==> config.mk <==
export PLATFORM = sky130hd
export DESIGN_NAME = ball_collision_detector
export DESIGN_NICKNAME = d
export VERILOG_FILES = /design/src/rtl/pong_pkg.sv /design/src/rtl/score_counter.sv /design/src/rtl/ball_collision_detector.sv
export SDC_FILE = /design/constraint.sdc
export NUM_CORES = 1
export LEC_CHECK = 0
export ABC_AREA = 1
export CAP_MARGIN = 20
export CORE_ASPECT_RATIO = 1.4
export CORE_MARGIN = 1.5
export CORE_UTILIZATION = 31
export DETAILED_ROUTE_END_ITERATION = 10
export GPL_ROUTABILITY_DRIVEN = 1
export PLACE_DENSITY = 0.51
export SYNTH_ARGS = -nofsm -noshare
export SYNTH_HDL_FRONTEND = slang
export SYNTH_SLANG_ARGS = --single-unit
==> constraint.sdc <==
create_clock -name clock -period 1.8 [get_ports clock]
set_input_delay 0.18 -clock clock [delete_from_list [all_inputs] [get_ports clock]]
set_output_delay 0.18 -clock clock [all_outputs]
set_load 0.02 [all_outputs]
==> src/rtl/pong_pkg.sv <==
// Shared playfield geometry and collision-stage state encoding.
package pong_pkg;

    localparam int SCREEN_W   = 240;
    localparam int SCREEN_H   = 320;
    localparam int BALL_SZ    = 8;
    localparam int PADDLE_W   = 4;
    localparam int PADDLE_H   = 48;
    localparam int LEFT_PX    = 16;
    localparam int RIGHT_PX   = 220;
    localparam int WIN_PTS    = 7;
    localparam int SERVE_CYC  = 50;

    typedef enum logic [1:0] {
        ST_PLAY = 2'd0,
        ST_HOLD = 2'd1,
        ST_OVER = 2'd2
    } state_e;

endpackage

==> src/rtl/score_counter.sv <==
// 4-bit saturating score counter with clear, increment and max flag.
module score_counter
    import pong_pkg::*;
#(
    parameter int MAX = WIN_PTS
) (
    input  logic       clock,
    input  logic       reset,
    input  logic       clear,
    input  logic       inc,
    output logic [3:0] count,
    output logic       atMax
);

    logic [3:0] count_q;
    logic [3:0] count_d;

    assign atMax = (count_q == 4'(MAX));
    assign count = count_q;

    always_comb begin
        count_d = count_q;
        if (clear) begin
            count_d = 4'd0;
        end else if (inc && !atMax) begin
            count_d = count_q + 4'd1;
        end
    end

    always_ff @(posedge clock or posedge reset) begin
        if (reset) begin
            count_q <= 4'd0;
        end else begin
            count_q <= count_d;
        end
    end

endmodule

==> src/rtl/ball_collision_detector.sv <==
// Paddle/wall bounce detection, goal scoring and serve timing
// for the stage feeding the ball mover.
module ball_collision_detector
    import pong_pkg::*;
#(
    parameter int SCREEN_WIDTH   = SCREEN_W,
    parameter int SCREEN_HEIGHT  = SCREEN_H,
    parameter int BALL_SIZE      = BALL_SZ,
    parameter int PADDLE_WIDTH   = PADDLE_W,
    parameter int PADDLE_HEIGHT  = PADDLE_H,
    parameter int LEFT_PADDLE_X  = LEFT_PX,
    parameter int RIGHT_PADDLE_X = RIGHT_PX,
    parameter int WIN_SCORE      = WIN_PTS,
    parameter int SERVE_DELAY    = SERVE_CYC
) (
    input  logic       clock,
    input  logic       reset,
    input  logic [7:0] ballXValue,
    input  logic [8:0] ballYValue,
    input  logic       direction,
    input  logic [8:0] leftPaddleY,
    input  logic [8:0] rightPaddleY,
    input  logic       newGame,
    output logic       changeXDirection,
    output logic       changeYDirection,
    output logic       pointScored,
    output logic       serveRequest,
    output logic [3:0] scoreLeft,
    output logic [3:0] scoreRight,
    output logic       gameOver
);

    localparam int HW = $clog2(SERVE_DELAY + 1);

    state_e          state_q, state_d;
    logic [HW-1:0]   hold_q, hold_d;
    logic            ylock_q, ylock_d;
    logic            cx_q, cx_d;
    logic            cy_q, cy_d;
    logic            pt_q, pt_d;
    logic            srv_q, srv_d;
    logic            over_q, over_d;

    logic            inc_left, inc_right, clr_scores;
    logic            left_max, right_max;

    logic [9:0] bx, by, lpy, rpy;
    logic [9:0] bx_end, by_end, lpy_end, rpy_end;
    logic       left_hit, right_hit, wall_hit;
    logic       goal_left, goal_right;
    logic       left_y_ovl, right_y_ovl;

    assign bx      = {2'b00, ballXValue};
    assign by      = {1'b0, ballYValue};
    assign lpy     = {1'b0, leftPaddleY};
    assign rpy     = {1'b0, rightPaddleY};
    assign bx_end  = bx + 10'(BALL_SIZE);
    assign by_end  = by + 10'(BALL_SIZE);
    assign lpy_end = lpy + 10'(PADDLE_HEIGHT);
    assign rpy_end = rpy + 10'(PADDLE_HEIGHT);

    assign left_y_ovl  = (by_end > lpy) && (by < lpy_end);
    assign right_y_ovl = (by_end > rpy) && (by < rpy_end);

    assign left_hit = !direction
        && (bx <= 10'(LEFT_PADDLE_X + PADDLE_WIDTH))
        && (bx_end > 10'(LEFT_PADDLE_X))
        && left_y_ovl;

    assign right_hit = direction
        && (bx_end >= 10'(RIGHT_PADDLE_X))
        && (bx < 10'(RIGHT_PADDLE_X + PADDLE_WIDTH))
        && right_y_ovl;

    assign wall_hit   = (by == 10'd0) || (by_end >= 10'(SCREEN_HEIGHT));
    assign goal_left  = !direction && (bx == 10'd0);
    assign goal_right = direction && (bx_end >= 10'(SCREEN_WIDTH));

    always_comb begin
        state_d    = state_q;
        hold_d     = hold_q;
        ylock_d    = ylock_q;
        cx_d       = 1'b0;
        cy_d       = 1'b0;
        pt_d       = 1'b0;
        srv_d      = 1'b0;
        inc_left   = 1'b0;
        inc_right  = 1'b0;
        clr_scores = 1'b0;
        if (newGame) begin
            clr_scores = 1'b1;
            state_d    = ST_HOLD;
            hold_d     = '0;
        end else begin
            unique case (state_q)
                ST_PLAY: begin
                    if (goal_left) begin
                        inc_right = 1'b1;
                        pt_d      = 1'b1;
                        hold_d    = '0;
                        state_d   = (scoreRight == 4'(WIN_SCORE - 1))
                                    ? ST_OVER : ST_HOLD;
                    end else if (goal_right) begin
                        inc_left = 1'b1;
                        pt_d     = 1'b1;
                        hold_d   = '0;
                        state_d  = (scoreLeft == 4'(WIN_SCORE - 1))
                                   ? ST_OVER : ST_HOLD;
                    end else begin
                        cx_d = left_hit || right_hit;
                        // yLock keeps a ball resting on a wall from re-bouncing
                        if (wall_hit && !ylock_q) begin
                            cy_d    = 1'b1;
                            ylock_d = 1'b1;
                        end else if (!wall_hit) begin
                            ylock_d = 1'b0;
                        end
                    end
                end
                ST_HOLD: begin
                    hold_d = hold_q + 1'b1;
                    if (hold_q == HW'(SERVE_DELAY - 1)) begin
                        srv_d   = 1'b1;
                        ylock_d = 1'b0;
                        hold_d  = '0;
                        state_d = ST_PLAY;
                    end
                end
                ST_OVER: begin
                end
                default: begin
                    state_d = ST_HOLD;
                    hold_d  = '0;
                end
            endcase
        end
        over_d = (state_d == ST_OVER);
    end

    always_ff @(posedge clock or posedge reset) begin
        if (reset) begin
            state_q <= ST_HOLD;
            hold_q  <= '0;
            ylock_q <= 1'b0;
            cx_q    <= 1'b0;
            cy_q    <= 1'b0;
            pt_q    <= 1'b0;
            srv_q   <= 1'b0;
            over_q  <= 1'b0;
        end else begin
            state_q <= state_d;
            hold_q  <= hold_d;
            ylock_q <= ylock_d;
            cx_q    <= cx_d;
            cy_q    <= cy_d;
            pt_q    <= pt_d;
            srv_q   <= srv_d;
            over_q  <= over_d;
        end
    end

    score_counter #(.MAX(WIN_SCORE)) u_left (
        .clock (clock),
        .reset (reset),
        .clear (clr_scores),
        .inc   (inc_left),
        .count (scoreLeft),
        .atMax (left_max)
    );

    score_counter #(.MAX(WIN_SCORE)) u_right (
        .clock (clock),
        .reset (reset),
        .clear (clr_scores),
        .inc   (inc_right),
        .count (scoreRight),
        .atMax (right_max)
    );

    assign changeXDirection = cx_q;
    assign changeYDirection = cy_q;
    assign pointScored      = pt_q;
    assign serveRequest     = srv_q;
    assign gameOver         = over_q;

endmodule

==> results of run 1 <==
[what timing repair did]
| item | in CTS | in global routing |
|---|---|---|
| buffers inserted | 5 | 1 |
| pin swaps | 16 | 19 |
| setup endpoints to repair | 1 | 17 |
| resized for setup | 35 | 30 |
[power breakdown]
| part | internal, mW | switching (mW) |
|---|---|---|
| sequential | 0.504 | 0.0101 |
| combinational | 0.340 | 0.333 |
| clock | 0.442 | 0.187 |
[worst max path at each step]
stage	endpoint	slack, ns	cells past startpoint
2_1_floorplan	changeXDirection$_DFF_PP0_	0.17	14
3_3_place_gp	changeXDirection$_DFF_PP0_	-0.51	13
3_5_place_dp	changeXDirection$_DFF_PP0_	-0.54	13
4_1_cts	changeXDirection$_DFF_PP0_	0.02	13
5_1_grt	changeXDirection$_DFF_PP0_	-0.01	10
6_report	changeXDirection$_DFF_PP0_	0.11	10
[worst max-delay path, stage by stage]
cell and delay (ns):
sky130_fd_sc_hd__clkdlybuf4s50_1 0.44, sky130_fd_sc_hd__xor2_1 0.18, sky130_fd_sc_hd__buf_4 0.16, sky130_fd_sc_hd__ha_4 0.27, sky130_fd_sc_hd__nand2_1 0.07, sky130_fd_sc_hd__nor2_1 0.10
sky130_fd_sc_hd__nand3b_1 0.10, sky130_fd_sc_hd__a21oi_1 0.15, sky130_fd_sc_hd__nand3_1 0.09, sky130_fd_sc_hd__a21oi_1 0.12
[synthesized netlist by cell type (2+ instances only)]
| cell | number |
|---|---|
| sky130_fd_sc_hd__buf_2 | 2 |
| sky130_fd_sc_hd__a21oi_1 | 20 |
| sky130_fd_sc_hd__ha_1 | 41 |
| sky130_fd_sc_hd__nand4_1 | 14 |
| sky130_fd_sc_hd__o31ai_1 | 2 |
| sky130_fd_sc_hd__nand3_1 | 31 |
| sky130_fd_sc_hd__dfrtp_1 | 21 |
| sky130_fd_sc_hd__or2_2 | 3 |
| sky130_fd_sc_hd__nand2_1 | 79 |
| sky130_fd_sc_hd__xor2_1 | 14 |
| sky130_fd_sc_hd__a21o_1 | 3 |
| sky130_fd_sc_hd__nor3_1 | 8 |
| sky130_fd_sc_hd__nor2_1 | 38 |
| sky130_fd_sc_hd__inv_1 | 68 |
| sky130_fd_sc_hd__nand2_2 | 4 |
| sky130_fd_sc_hd__o21ai_0 | 12 |
| sky130_fd_sc_hd__nand3b_1 | 2 |
[cells in the final DEF, fill, tap and decap left out, types with 4 or more instances in the layout]
| cell | count |
|---|---|
| sky130_fd_sc_hd__a21oi_1 | 20 |
| sky130_fd_sc_hd__buf_4 | 57 |
| sky130_fd_sc_hd__clkbuf_2 | 4 |
| sky130_fd_sc_hd__clkdlybuf4s50_1 | 35 |
| sky130_fd_sc_hd__dfrtp_1 | 21 |
| sky130_fd_sc_hd__dlygate4sd2_1 | 6 |
| sky130_fd_sc_hd__dlymetal6s2s_1 | 5 |
| sky130_fd_sc_hd__ha_1 | 32 |
| sky130_fd_sc_hd__ha_4 | 7 |
| sky130_fd_sc_hd__inv_1 | 59 |
| sky130_fd_sc_hd__inv_2 | 9 |
| sky130_fd_sc_hd__nand2_1 | 72 |
| sky130_fd_sc_hd__nand2_2 | 10 |
| sky130_fd_sc_hd__nand3_1 | 30 |
| sky130_fd_sc_hd__nand4_1 | 14 |
| sky130_fd_sc_hd__nor2_1 | 36 |
| sky130_fd_sc_hd__nor3_1 | 6 |
| sky130_fd_sc_hd__o21ai_0 | 12 |
| sky130_fd_sc_hd__xor2_1 | 12 |
[state kept, by name, indices dropped and copies added, names as in the netlist, 2 cells and up]
register / cells
state_q: 2
hold_q: 6
u_left.count: 4
u_right.count: 4
[cell type report]
| type | instances | area, µm² |
|---|---|---|
| fill | 838 | 4202 |
| multi-input combinational | 286 | 1931 |
| timing repair buffer | 112 | 977.2 |
| sequential | 22 | 551.8 |
| inverter | 68 | 255.2 |
| tap | 102 | 127.6 |
| clock buffer | 3 | 75.07 |
| clock inverter | 1 | 30.03 |
[per-layer routing]
metal  GRT usage, %  share of wire, %  wire length, µm
met5              0                 0                0
met2          35.24                57             4250
met3          1.066               3.0              227
met1          18.00                40             2972
met4          2.989              0.41               31
[stage by stage]
step	setup slack (ns)	power, mW
after floorplan	0.1674	0.8433
after global placement	-0.5052	1.143
after detailed placement	-0.5410	1.149
after CTS	0.02235	1.822
after global routing	-0.01316	1.932
final	0.1145	1.816
[kinds of logic after synthesis]
kind of cell	Yosys count	share of synthesized area, %
compound gates	42	9.664
xor+xnor	16	5.673
fa+ha+maj	41	19.71
buf+inv	71	10.62
flops	22	21.20
simple gates	187	33.13
==> summary.md, run 1 <==
| Metric | Value |
|---|---|
| CTS H-tree depth | 1 |
| Full die area | 0.008961 mm² |
| Count of final max-slew check failures | 0 |
| Count of placed standard cells including taps | 584 |
| RD Place Congestion | 0.7912 |
| Number of remaining DRC errors | 0 |
| Shortest period the worst path allows | 1.685 ns |
| First-pass GRT wire length | 12230 µm |
| Worst hold-check slack | 0.2144 ns |
| Kind of path behind the tightest hold check | in -> async |
| Post-Route Utilization | 48.44% |
| Detailed-placement wirelength estimate | 6104 µm |
| Area growth syn-to-layout | 51.68% |
| DR WL/cell | 12.59 µm |
| Sinks on the clock net | 22 |
| Vias in the first global route | 2779 |
| Static Leak | 2.067 nW |
| Iteration count of the initial detailed-routing pass | 4 |
| Register area share after synthesis | 21.20% |
| Die width | 80.44 µm |
| Power density over cell area | 460.1 mW/mm² |
| Clock slew at reported path FFs | 0.06 ns |
| Hold Buf Count CTS | 0 |
| Number of max-cap violations | 0 |
| Clock root buffer master | sky130_fd_sc_hd__clkbuf_16 |
| Fmax | 593.3 MHz |
| Setup repair after global routing missed its margin | true |
| Vias/cell | 4.704 |
| R2r startpoint | hold_q[0]$_DFFE_PP0P_ |
| Cell area after layout | 0.003948 mm² |
| Clock buffer count from CTS | 3 |
| Die H | 111.4 µm |
| Maximum number of pins on one net before global-route repair | 15 |
| Final non-filler cell total | 594 |
| Number of unique standard cell types used by synthesis | 34 |
| Most area-consuming cells after synthesis | sky130_fd_sc_hd__dfrtp_1 20%, sky130_fd_sc_hd__ha_1 20%, sky130_fd_sc_hd__nand2_1 11%, sky130_fd_sc_hd__inv_1 9.8%, sky130_fd_sc_hd__nand3_1 6.0% |
| Slew at the pin closest to its max-slew limit | 0.4250 ns |
| Largest fanout on the critical path | 3 |
| R2R Path End | hold_q[1]$_DFFE_PP0P_ |
| Vias after detailed routing | 2794 |
| Antenna violations before repair | 0 |
| Effective utilization at floorplan | 31.94% |
| Critical path data required time | 1.98 ns |
| Crit path arrival time | 1.87 ns |
| Share of synthesized flip-flops with an asynchronous set or reset | 100.0% |
| Remaining Overflow, GRT | 0 |
| Outcome | completed |
| Num rows | 39 |
| Area after DPL | 0.003645 mm² |
| Number of cells on the worst reg-to-reg path | 7 |
| Minimum setup slack among reg-to-reg paths | 0.16 ns |
| GRT Resource Usage Total | 17.00% |
| Share of layout cells above drive strength 1 | 23.78% |
| Total count of hold-check failures in the final report | 0 |
| Clock Latency Late Sink | 0.25 ns |
| Fin Setup TNS | 0 ns |
| Cell type with the highest aggregate area in the netlist | sky130_fd_sc_hd__dfrtp_1 |
| #FFs+latches synth | 22 |
| Largest vdd supply drop | 0.7164 mV |
| Number of nets in the layout | 573 |
| Area share of the largest cell type after synthesis | 20.19% |
| Slew HR | 71.63% |
| EDFF count, synth | 0 |
| CTS tree | built |
| Antenna Violating Nets Remaining | 0 |
| Warning count from the yosys run | 0 |
| Cell area after synthesis | 0.002602 mm² |
| Final clock period utilization by the worst path | 93.64% |
| Count of final setup violators | 0 |
| Initial detailed-routing violation count | 75 |
| Total wire length after detailed routing | 7480 µm |
| Worst Setup Start Kind | input pin |
| Crit path launch | ballYValue[8] |
| Count of mapped cells out of synthesis | 379 |
| Maximum clock insertion buffer count | 2 |
| Post-Route Skew | 0.002885 ns |
| Flip-flop cell with the highest count after synthesis | sky130_fd_sc_hd__dfrtp_1 |
| Area of the core | 0.008149 mm² |
| Worst setup path category | in -> reg |
| Quantity of I/O buffers inserted on ports | 51 |
| Post-Synthesis Mean Instance Area | 6.867 µm² |
| Antenna cells | 0 |
| Io pins | 52 |
| Net count of the mapped netlist | 459 |
| Crit end category | flop |
No activity file was read; power rests on OpenSTA's default activity.
==> inputs of run 2 (changes only) <==
--- a/config.mk
+++ b/config.mk
@@ -9,10 +9,10 @@
 export CAP_MARGIN = 20
 export CORE_ASPECT_RATIO = 1.4
 export CORE_MARGIN = 1.5
-export CORE_UTILIZATION = 31
+export CORE_UTILIZATION = 45
 export DETAILED_ROUTE_END_ITERATION = 10
 export GPL_ROUTABILITY_DRIVEN = 1
-export PLACE_DENSITY = 0.51
+export PLACE_DENSITY = 0.69
 export SYNTH_ARGS = -nofsm -noshare
 export SYNTH_HDL_FRONTEND = slang
 export SYNTH_SLANG_ARGS = --single-unit
==> run 2 against run 1 <==
Global-route usage is 4.9 points higher; flip-flop and latch count stayed put; critical path depth is 5 higher; cell count is 7.1% lower; hold slack better by 0.025 ns; register-to-register slack better by 0.03 ns; clock-buffer cell count is 1 higher; combinational power is 5.6% lower; maximum frequency is 0.42% lower; sequential power hardly changed; first-iteration DRC count is 16% lower; critical path type unchanged; largest cell class unchanged; largest power group unchanged.
==> summary.md, run 2 (same netlist as run 1, synthesis figures left out) <==
| Metric | Value |
|---|---|
| Sinks on the clock net | 22 (unchanged) |
| Largest vdd supply drop | 0.4464 mV (was 0.7164 mV) |
| Quantity of I/O buffers inserted on ports | 51 (unchanged) |
| Static Leak | 1.998 nW (was 2.067 nW) |
| Full die area | 0.006255 mm² (was 0.008961 mm²) |
| Fin Setup TNS | 0 ns (unchanged) |
| Count of final setup violators | 0 (unchanged) |
| Number of nets in the layout | 565 (was 573) |
| Largest fanout on the critical path | 2 (was 3) |
| Area growth syn-to-layout | 43.03% (was 51.68%) |
| Layout fillers | 499 (was 838) |
| Power share of the combinational group | 42.4% (was 37.1%) |
| Maximum number of pins on one net before global-route repair | 23 (was 15) |
| Initial detailed-routing violation count | 63 (was 75) |
| Count of final max-slew check failures | 0 (unchanged) |
| Outcome | completed (unchanged) |
| Flip-flop count of the largest register after layout | 6 (unchanged) |
| Switch share | 32.28% (was 29.17%) |
| Crit-path cells | dlygate4sd2_1 -> inv_2 -> buf_4 -> nand2_2 -> nand2_1 -> xor2_1 -> ha_1 -> a21o_1 -> nand3_1 -> nand2_1 -> inv_1 -> nand2_1 -> nor2_2 -> nand3_1 -> a21oi_1 (was clkdlybuf4s50_1 -> xor2_1 -> buf_4 -> ha_4 -> nand2_1 -> nor2_1 -> nand3b_1 -> a21oi_1 -> nand3_1 -> a21oi_1) |
| Area of the core | 0.005525 mm² (was 0.008149 mm²) |
| Num rows | 32 (was 39) |
| Slew at the pin closest to its max-slew limit | 0.3410 ns (was 0.4250 ns) |
| Effective utilization at floorplan | 47.10% (was 31.94%) |
| Setup repair after global routing missed its margin | true (unchanged) |
| Max stage delay cell, worst path | sky130_fd_sc_hd__ha_1 (was sky130_fd_sc_hd__clkdlybuf4s50_1) |
| Clock Latency Late Sink | 0.26 ns (was 0.25 ns) |
| Remaining Overflow, GRT | 0 (unchanged) |
| Iteration count of the initial detailed-routing pass | 5 (was 4) |
| Most frequent cells in the layout | 77 x sky130_fd_sc_hd__nand2_1, 61 x sky130_fd_sc_hd__inv_1, 49 x sky130_fd_sc_hd__buf_4 (was 72 x sky130_fd_sc_hd__nand2_1, 59 x sky130_fd_sc_hd__inv_1, 57 x sky130_fd_sc_hd__buf_4) |
| Kind of path behind the tightest hold check | in -> async (unchanged) |
| CTS tree | built (unchanged) |
| First-pass GRT wire length | 10770 µm (was 12230 µm) |
| Worst path buffer plus inverter count | 4 (was 2) |
| CTS H-tree depth | 1 (unchanged) |
| Antenna cells | 0 (unchanged) |
| Crit end category | flop (unchanged) |
| Crit path arrival time | 1.89 ns (was 1.87 ns) |
| Worst path max stage delay | 0.31 ns (was 0.44 ns) |
| Fmax | 590.8 MHz (was 593.3 MHz) |
| Power density over cell area | 403.2 mW/mm² (was 460.1 mW/mm²) |
| Number of max-cap violations | 0 (unchanged) |
| Worst Setup Start Kind | input pin (unchanged) |
| Die width | 67.27 µm (was 80.44 µm) |
| Fraction of power consumed by the clock network | 23.3% (was 34.6%) |
| Vias after detailed routing | 2756 (was 2794) |
| Antenna Violating Nets Remaining | 0 (unchanged) |
| Number of remaining DRC errors | 0 (unchanged) |
| Antenna violations before repair | 0 (unchanged) |
| Slew HR | 77.08% (was 71.63%) |
| Total wire length after detailed routing | 6803 µm (was 7480 µm) |
| RD Place Congestion | 0.8410 (was 0.7912) |
| Clock root buffer master | sky130_fd_sc_hd__clkbuf_8 (was sky130_fd_sc_hd__clkbuf_16) |
| Switching Power | 0.4845 mW (was 0.5298 mW) |
| Worst setup path category | in -> reg (unchanged) |
| Register with the most flip-flops | hold_q (unchanged) |
| Die H | 92.98 µm (was 111.4 µm) |
| Clock slew at reported path FFs | 0.08 ns (was 0.06 ns) |
| Vias in the first global route | 2637 (was 2779) |
| Post-Route Skew | 0.006250 ns (was 0.002885 ns) |
| Share of layout cells above drive strength 1 | 19.21% (was 23.78%) |
| Maximum clock insertion buffer count | 2 (unchanged) |
| Clock buffer count from CTS | 3 (unchanged) |
| GRT Resource Usage Total | 21.93% (was 17.00%) |
| Internal Dissipation | 1.016 mW (was 1.287 mW) |
| Worst hold-check slack | 0.2395 ns (was 0.2144 ns) |
| Detailed-placement wirelength estimate | 5512 µm (was 6104 µm) |
| Critical path data required time | 2.00 ns (was 1.98 ns) |
| Post-Route Utilization | 67.37% (was 48.44%) |
| Total count of hold-check failures in the final report | 0 (unchanged) |
| Share of power burned in registers | 34.3% (was 28.3%) |
| DR WL/cell | 12.32 µm (was 12.59 µm) |
| Final clock period utilization by the worst path | 94.04% (was 93.64%) |
| Shortest period the worst path allows | 1.693 ns (was 1.685 ns) |
| Overall power consumption | 1.501 mW (was 1.816 mW) |
| Io pins | 52 (unchanged) |
| Crit-path most repeated cell | sky130_fd_sc_hd__nand2_1 (was sky130_fd_sc_hd__a21oi_1) |
| Vias/cell | 4.993 (was 4.704) |
| Cell class contributing the biggest share of worst-path delay | simple AND/OR/NAND/NOR gates (was buffers and inverters) |
| Most common library cell in the layout ignoring fill and taps | sky130_fd_sc_hd__nand2_1 (unchanged) |
-- run 2: layout make-up --
cell class / instances / area (µm²) / area share (%)
well taps: 68 / 85.08 / 2.286
flip-flops and latches: 22 / 551.8 / 14.82
multi-input cells: 286 / 1863 / 50.05
repair buffers: 104 / 912.1 / 24.50
inverters: 68 / 255.2 / 6.857
clock buffers: 4 / 55.05 / 1.479
-- run 2: metal layers --
layer	vias up	GRT usage [%]	wire (µm)
li1	1444	-	-
met1	1233	21.84	2656
met2	61	44.97	3769
met3	18	1.324	211
met4	0	7.653	165
met5	-	0	0
-- run 2: worst register-to-register path, delay by kind of cell, from the launching register on --
family        cells  cell delay (ns)
simple gates      5             0.80
buf+inv           1             0.13
flops             1             0.43
fa+ha+maj         1             0.21
-- run 2: path summary, 6_finish.rpt --
path / start / to / slack, ns / cells past startpoint
setup / recovery: leftPaddleY[4] / changeXDirection$_DFF_PP0_ / 0.11 / 15
hold / removal: reset / hold_q[5]$_DFFE_PP0P_ / 0.24 / 3
setup reg to reg: hold_q[0]$_DFFE_PP0P_ / hold_q[1]$_DFFE_PP0P_ / 0.19 / 7
hold reg to reg: ylock_q$_DFFE_PP0P_ / ylock_q$_DFFE_PP0P_ / 0.51 / 2
max in group asynchronous: reset / state_q[0]$_DFF_PP1_ / 1.29 / 3
min in group clock: ylock_q$_DFFE_PP0P_ / ylock_q$_DFFE_PP0P_ / 0.51 / 2
-- run 2: repair_timing --
item,CTS,global route
setup endpoints to repair,1,15
pin swaps,20,10
hold buffers,0,0
buffers inserted,3,3
resized for setup,32,14
-- run 2: metrics by stage --
step	instances	worst slack, ns	instance area [µm²]
6_report	552	0.1074	3722
5_1_grt	552	-0.05464	3722
4_1_cts	549	0.03347	3672
3_5_place_dp	542	-0.4987	3530
3_3_place_gp	542	-0.4777	3530
2_1_floorplan	379	0.1674	2603
-- run 2: power by group through the flow --
| stage | Sequential [mW] | Clock [mW] | Combinational, mW |
|---|---|---|---|
| after global routing | 0.516 | 0.380 | 0.717 |
| after global placement | 0.524 | 0 | 0.586 |
| after detailed placement | 0.524 | 0 | 0.597 |
| after CTS | 0.514 | 0.362 | 0.624 |
| final | 0.514 | 0.350 | 0.636 |
| after floorplan | 0.525 | 0 | 0.318 |
==> inputs of run 3 (changes only) <==
--- a/config.mk
+++ b/config.mk
@@ -13,6 +13,7 @@
 export DETAILED_ROUTE_END_ITERATION = 10
 export GPL_ROUTABILITY_DRIVEN = 1
 export PLACE_DENSITY = 0.69
+export SLEW_MARGIN = 20
 export SYNTH_ARGS = -nofsm -noshare
 export SYNTH_HDL_FRONTEND = slang
 export SYNTH_SLANG_ARGS = --single-unit
==> constraint.sdc (replaced) <==
create_clock -name clock -period 1.8 [get_ports clock]
set_input_delay 0.54 -clock clock [delete_from_list [all_inputs] [get_ports clock]]
set_output_delay 0.54 -clock clock [all_outputs]
set_load 0.02 [all_outputs]
==> run 3 against run 2 <==
The run now ends with setup timing left; global-route usage is 2.5 points higher; cell area increased by 9.7%; clock skew down 0.0027 ns; largest cell class unchanged.
==> summary.md, run 3 (same netlist as run 1, synthesis figures left out) <==
| Metric | Value |
|---|---|
| Minimum setup slack among reg-to-reg paths | 0.27 ns (was 0.19 ns) |
| Number of nets in the layout | 582 (was 565) |
| Full die area | 0.006255 mm² (unchanged) |
| Fmax | 523.0 MHz (was 590.8 MHz) |
| Antenna Violating Nets Remaining | 0 (unchanged) |
| Share of power burned in registers | 30.0% (was 34.3%) |
| Share of layout cells above drive strength 1 | 30.54% (was 19.21%) |
| Number of remaining DRC errors | 0 (unchanged) |
| Hold path depth | 2 |
| Kind of path behind the tightest hold check | reg -> reg (was in -> async) |
| Register with the most flip-flops | hold_q (unchanged) |
| Maximum number of pins on one net before global-route repair | 23 (unchanged) |
| Clock buffer count from CTS | 3 (unchanged) |
| Count of placed standard cells including taps | 552 (was 542) |
| Overall power consumption | 1.715 mW (was 1.501 mW) |
| Most common library cell in the layout ignoring fill and taps | sky130_fd_sc_hd__nand2_1 (unchanged) |
| Clock root buffer master | sky130_fd_sc_hd__clkbuf_8 (unchanged) |
| Antenna violations before repair | 0 (unchanged) |
| Power density over cell area | 419.9 mW/mm² (was 403.2 mW/mm²) |
| Setup repair after global routing missed its margin | true (unchanged) |
| Maximum clock insertion buffer count | 2 (unchanged) |
| RD Place Congestion | 0.8528 (was 0.8410) |
| Quantity of I/O buffers inserted on ports | 51 (unchanged) |
| Die width | 67.27 µm (unchanged) |
| Number of max-cap violations | 0 (unchanged) |
| Worst setup path category | in -> reg (unchanged) |
| Static Leak | 2.146 nW (was 1.998 nW) |
| Effective utilization at floorplan | 47.10% (unchanged) |
| Slew HR | 80.76% (was 77.08%) |
| Vias after detailed routing | 2900 (was 2756) |
| Internal Dissipation | 1.170 mW (was 1.016 mW) |
| Worst hold-check slack | 0.5257 ns (was 0.2395 ns) |
| Switch share | 31.74% (was 32.28%) |
| Detailed-placement wirelength estimate | 5670 µm (was 5512 µm) |
| Io pins | 52 (unchanged) |
| Hold Buf Count CTS | 0 (unchanged) |
| Vias in the first global route | 2879 (was 2637) |
| Slew at the pin closest to its max-slew limit | 0.2885 ns (was 0.3410 ns) |
| Most frequent cells in the layout | 71 x sky130_fd_sc_hd__nand2_1, 69 x sky130_fd_sc_hd__buf_4, 56 x sky130_fd_sc_hd__inv_1 (was 77 x sky130_fd_sc_hd__nand2_1, 61 x sky130_fd_sc_hd__inv_1, 49 x sky130_fd_sc_hd__buf_4) |
| Area growth syn-to-layout | 56.92% (was 43.03%) |
| Vias/cell | 5.097 (was 4.993) |
| Outcome | finished with violations (was completed) |
| CTS H-tree depth | 1 (unchanged) |
| Clock slew at reported path FFs | 0.08 ns (about the same) |
| Crit path arrival time | 2.10 ns (was 1.89 ns) |
| Area of the core | 0.005525 mm² (unchanged) |
| Layout fillers | 435 (was 499) |
| Total count of hold-check failures in the final report | 0 (unchanged) |
| Count of final setup violators | 1 (was 0) |
| R2r startpoint | hold_q[0]$_DFFE_PP0P_ (unchanged) |
| Die H | 92.98 µm (unchanged) |
| Clock Latency Late Sink | 0.26 ns (about the same) |
| Final non-filler cell total | 569 (was 552) |
| Antenna cells | 0 (unchanged) |
| Remaining Overflow, GRT | 0 (unchanged) |
| Switching Power | 0.5442 mW (was 0.4845 mW) |
| Failing checks | setup timing |
| R2R Path End | hold_q[1]$_DFFE_PP0P_ (unchanged) |
| Flip-flop count of the largest register after layout | 6 (unchanged) |
| Critical path data required time | 1.99 ns (was 2.00 ns) |
| Largest fanout on the critical path | 2 (unchanged) |
| Count of final max-slew check failures | 0 (unchanged) |
| Number of cells on the worst reg-to-reg path | 7 (unchanged) |
| Total wire length after detailed routing | 7708 µm (was 6803 µm) |
| GRT Resource Usage Total | 24.43% (was 21.93%) |
| Worst Setup Start Kind | input pin (unchanged) |
| Largest vdd supply drop | 0.5164 mV (was 0.4464 mV) |
| DR WL/cell | 13.55 µm (was 12.32 µm) |
| Sinks on the clock net | 22 (unchanged) |
| Power share of the combinational group | 43.5% (was 42.4%) |
| Iteration count of the initial detailed-routing pass | 4 (was 5) |
| First-pass GRT wire length | 11970 µm (was 10770 µm) |
| Fraction of power consumed by the clock network | 26.5% (was 23.3%) |
| Post-layout worst setup margin | -0.1122 ns (was 0.1074 ns) |
| Num rows | 32 (unchanged) |
| CTS tree | built (unchanged) |
| Crit end category | flop (unchanged) |
| Placement Setup Slack | -0.8325 ns (was -0.4987 ns) |
| Hold Path Sink | ylock_q$_DFFE_PP0P_ |
| Initial detailed-routing violation count | 104 (was 63) |
| Post-Route Skew | 0.003519 ns (was 0.006250 ns) |
| HP Start | ylock_q$_DFFE_PP0P_ |
| Final clock period utilization by the worst path | 106.2% (was 94.04%) |
| Shortest period the worst path allows | 1.912 ns (was 1.693 ns) |
==> run 3: per-layer routing <==
metal	wire length (µm)	global-route usage (%)
met1	2905	24.96
met2	4335	50.50
met3	259	0.8424
met4	207	7.143
met5	0	0
==> run 3: power by group through the flow <==
| stage | sequential (mW) | combinational, mW | clock [mW] |
|---|---|---|---|
| 5_1_grt | 0.516 | 0.822 | 0.481 |
| 4_1_cts | 0.515 | 0.681 | 0.466 |
| 3_5_place_dp | 0.524 | 0.630 | 0 |
| 3_3_place_gp | 0.523 | 0.614 | 0 |
| 6_report | 0.515 | 0.745 | 0.454 |
| 2_1_floorplan | 0.525 | 0.324 | 0 |
==> run 3: cell type report <==
type,count,area (µm²),share of cell area [%]
Timing Repair Buffer,121,1003,24.57
Sequential cell,22,551.8,13.51
Inverter,68,257.7,6.311
Clock inverter,1,30.03,0.7353
Clock buffer,3,41.29,1.011
Multi-Input combinational cell,286,2115,51.78
Tap cell,68,85.08,2.083
==> run 3: critical path, cell delays in order <==
cell and delay (ns):
sky130_fd_sc_hd__dlygate4sd2_1 0.25, sky130_fd_sc_hd__buf_4 0.14, sky130_fd_sc_hd__xor2_1 0.15, sky130_fd_sc_hd__ha_1 0.30
sky130_fd_sc_hd__a21o_1 0.16, sky130_fd_sc_hd__nand3_1 0.07, sky130_fd_sc_hd__nand2_1 0.05, sky130_fd_sc_hd__inv_1 0.05
sky130_fd_sc_hd__nand2_1 0.05, sky130_fd_sc_hd__nor2_2 0.11, sky130_fd_sc_hd__nand3_1 0.10, sky130_fd_sc_hd__a21oi_2 0.12
==> run 3: metrics by stage <==
step	setup TNS [ns]	cell area (µm²)	utilization [%]
after global routing	-0.3014	4084	73.91
after CTS	-0.09568	3895	70.49
final	-0.1122	4084	73.91
after detailed placement	-12.00	3627	65.65
after global placement	-11.21	3627	65.65
after floorplan	-0.1068	2628	-
==> run 3: how the worst max path moves through the flow <==
stage	from	to	depth (start not counted)
floorplan	ballYValue[5]	changeXDirection$_DFF_PP0_	11
global placement	ballYValue[5]	changeXDirection$_DFF_PP0_	11
detailed placement	ballYValue[3]	changeXDirection$_DFF_PP0_	11
CTS	ballYValue[4]	changeXDirection$_DFF_PP0_	15
global route	leftPaddleY[6]	changeXDirection$_DFF_PP0_	12
finish	rightPaddleY[7]	changeXDirection$_DFF_PP0_	12
==> run 3: what timing repair did <==
item                                   4_1_cts  5_1_grt
endpoints found under the hold margin        0        0
setup endpoints to repair                   29       21
cloned                                       0        0
pin swaps                                   42       33
buffers inserted                            11        3
resized for setup                          105       43
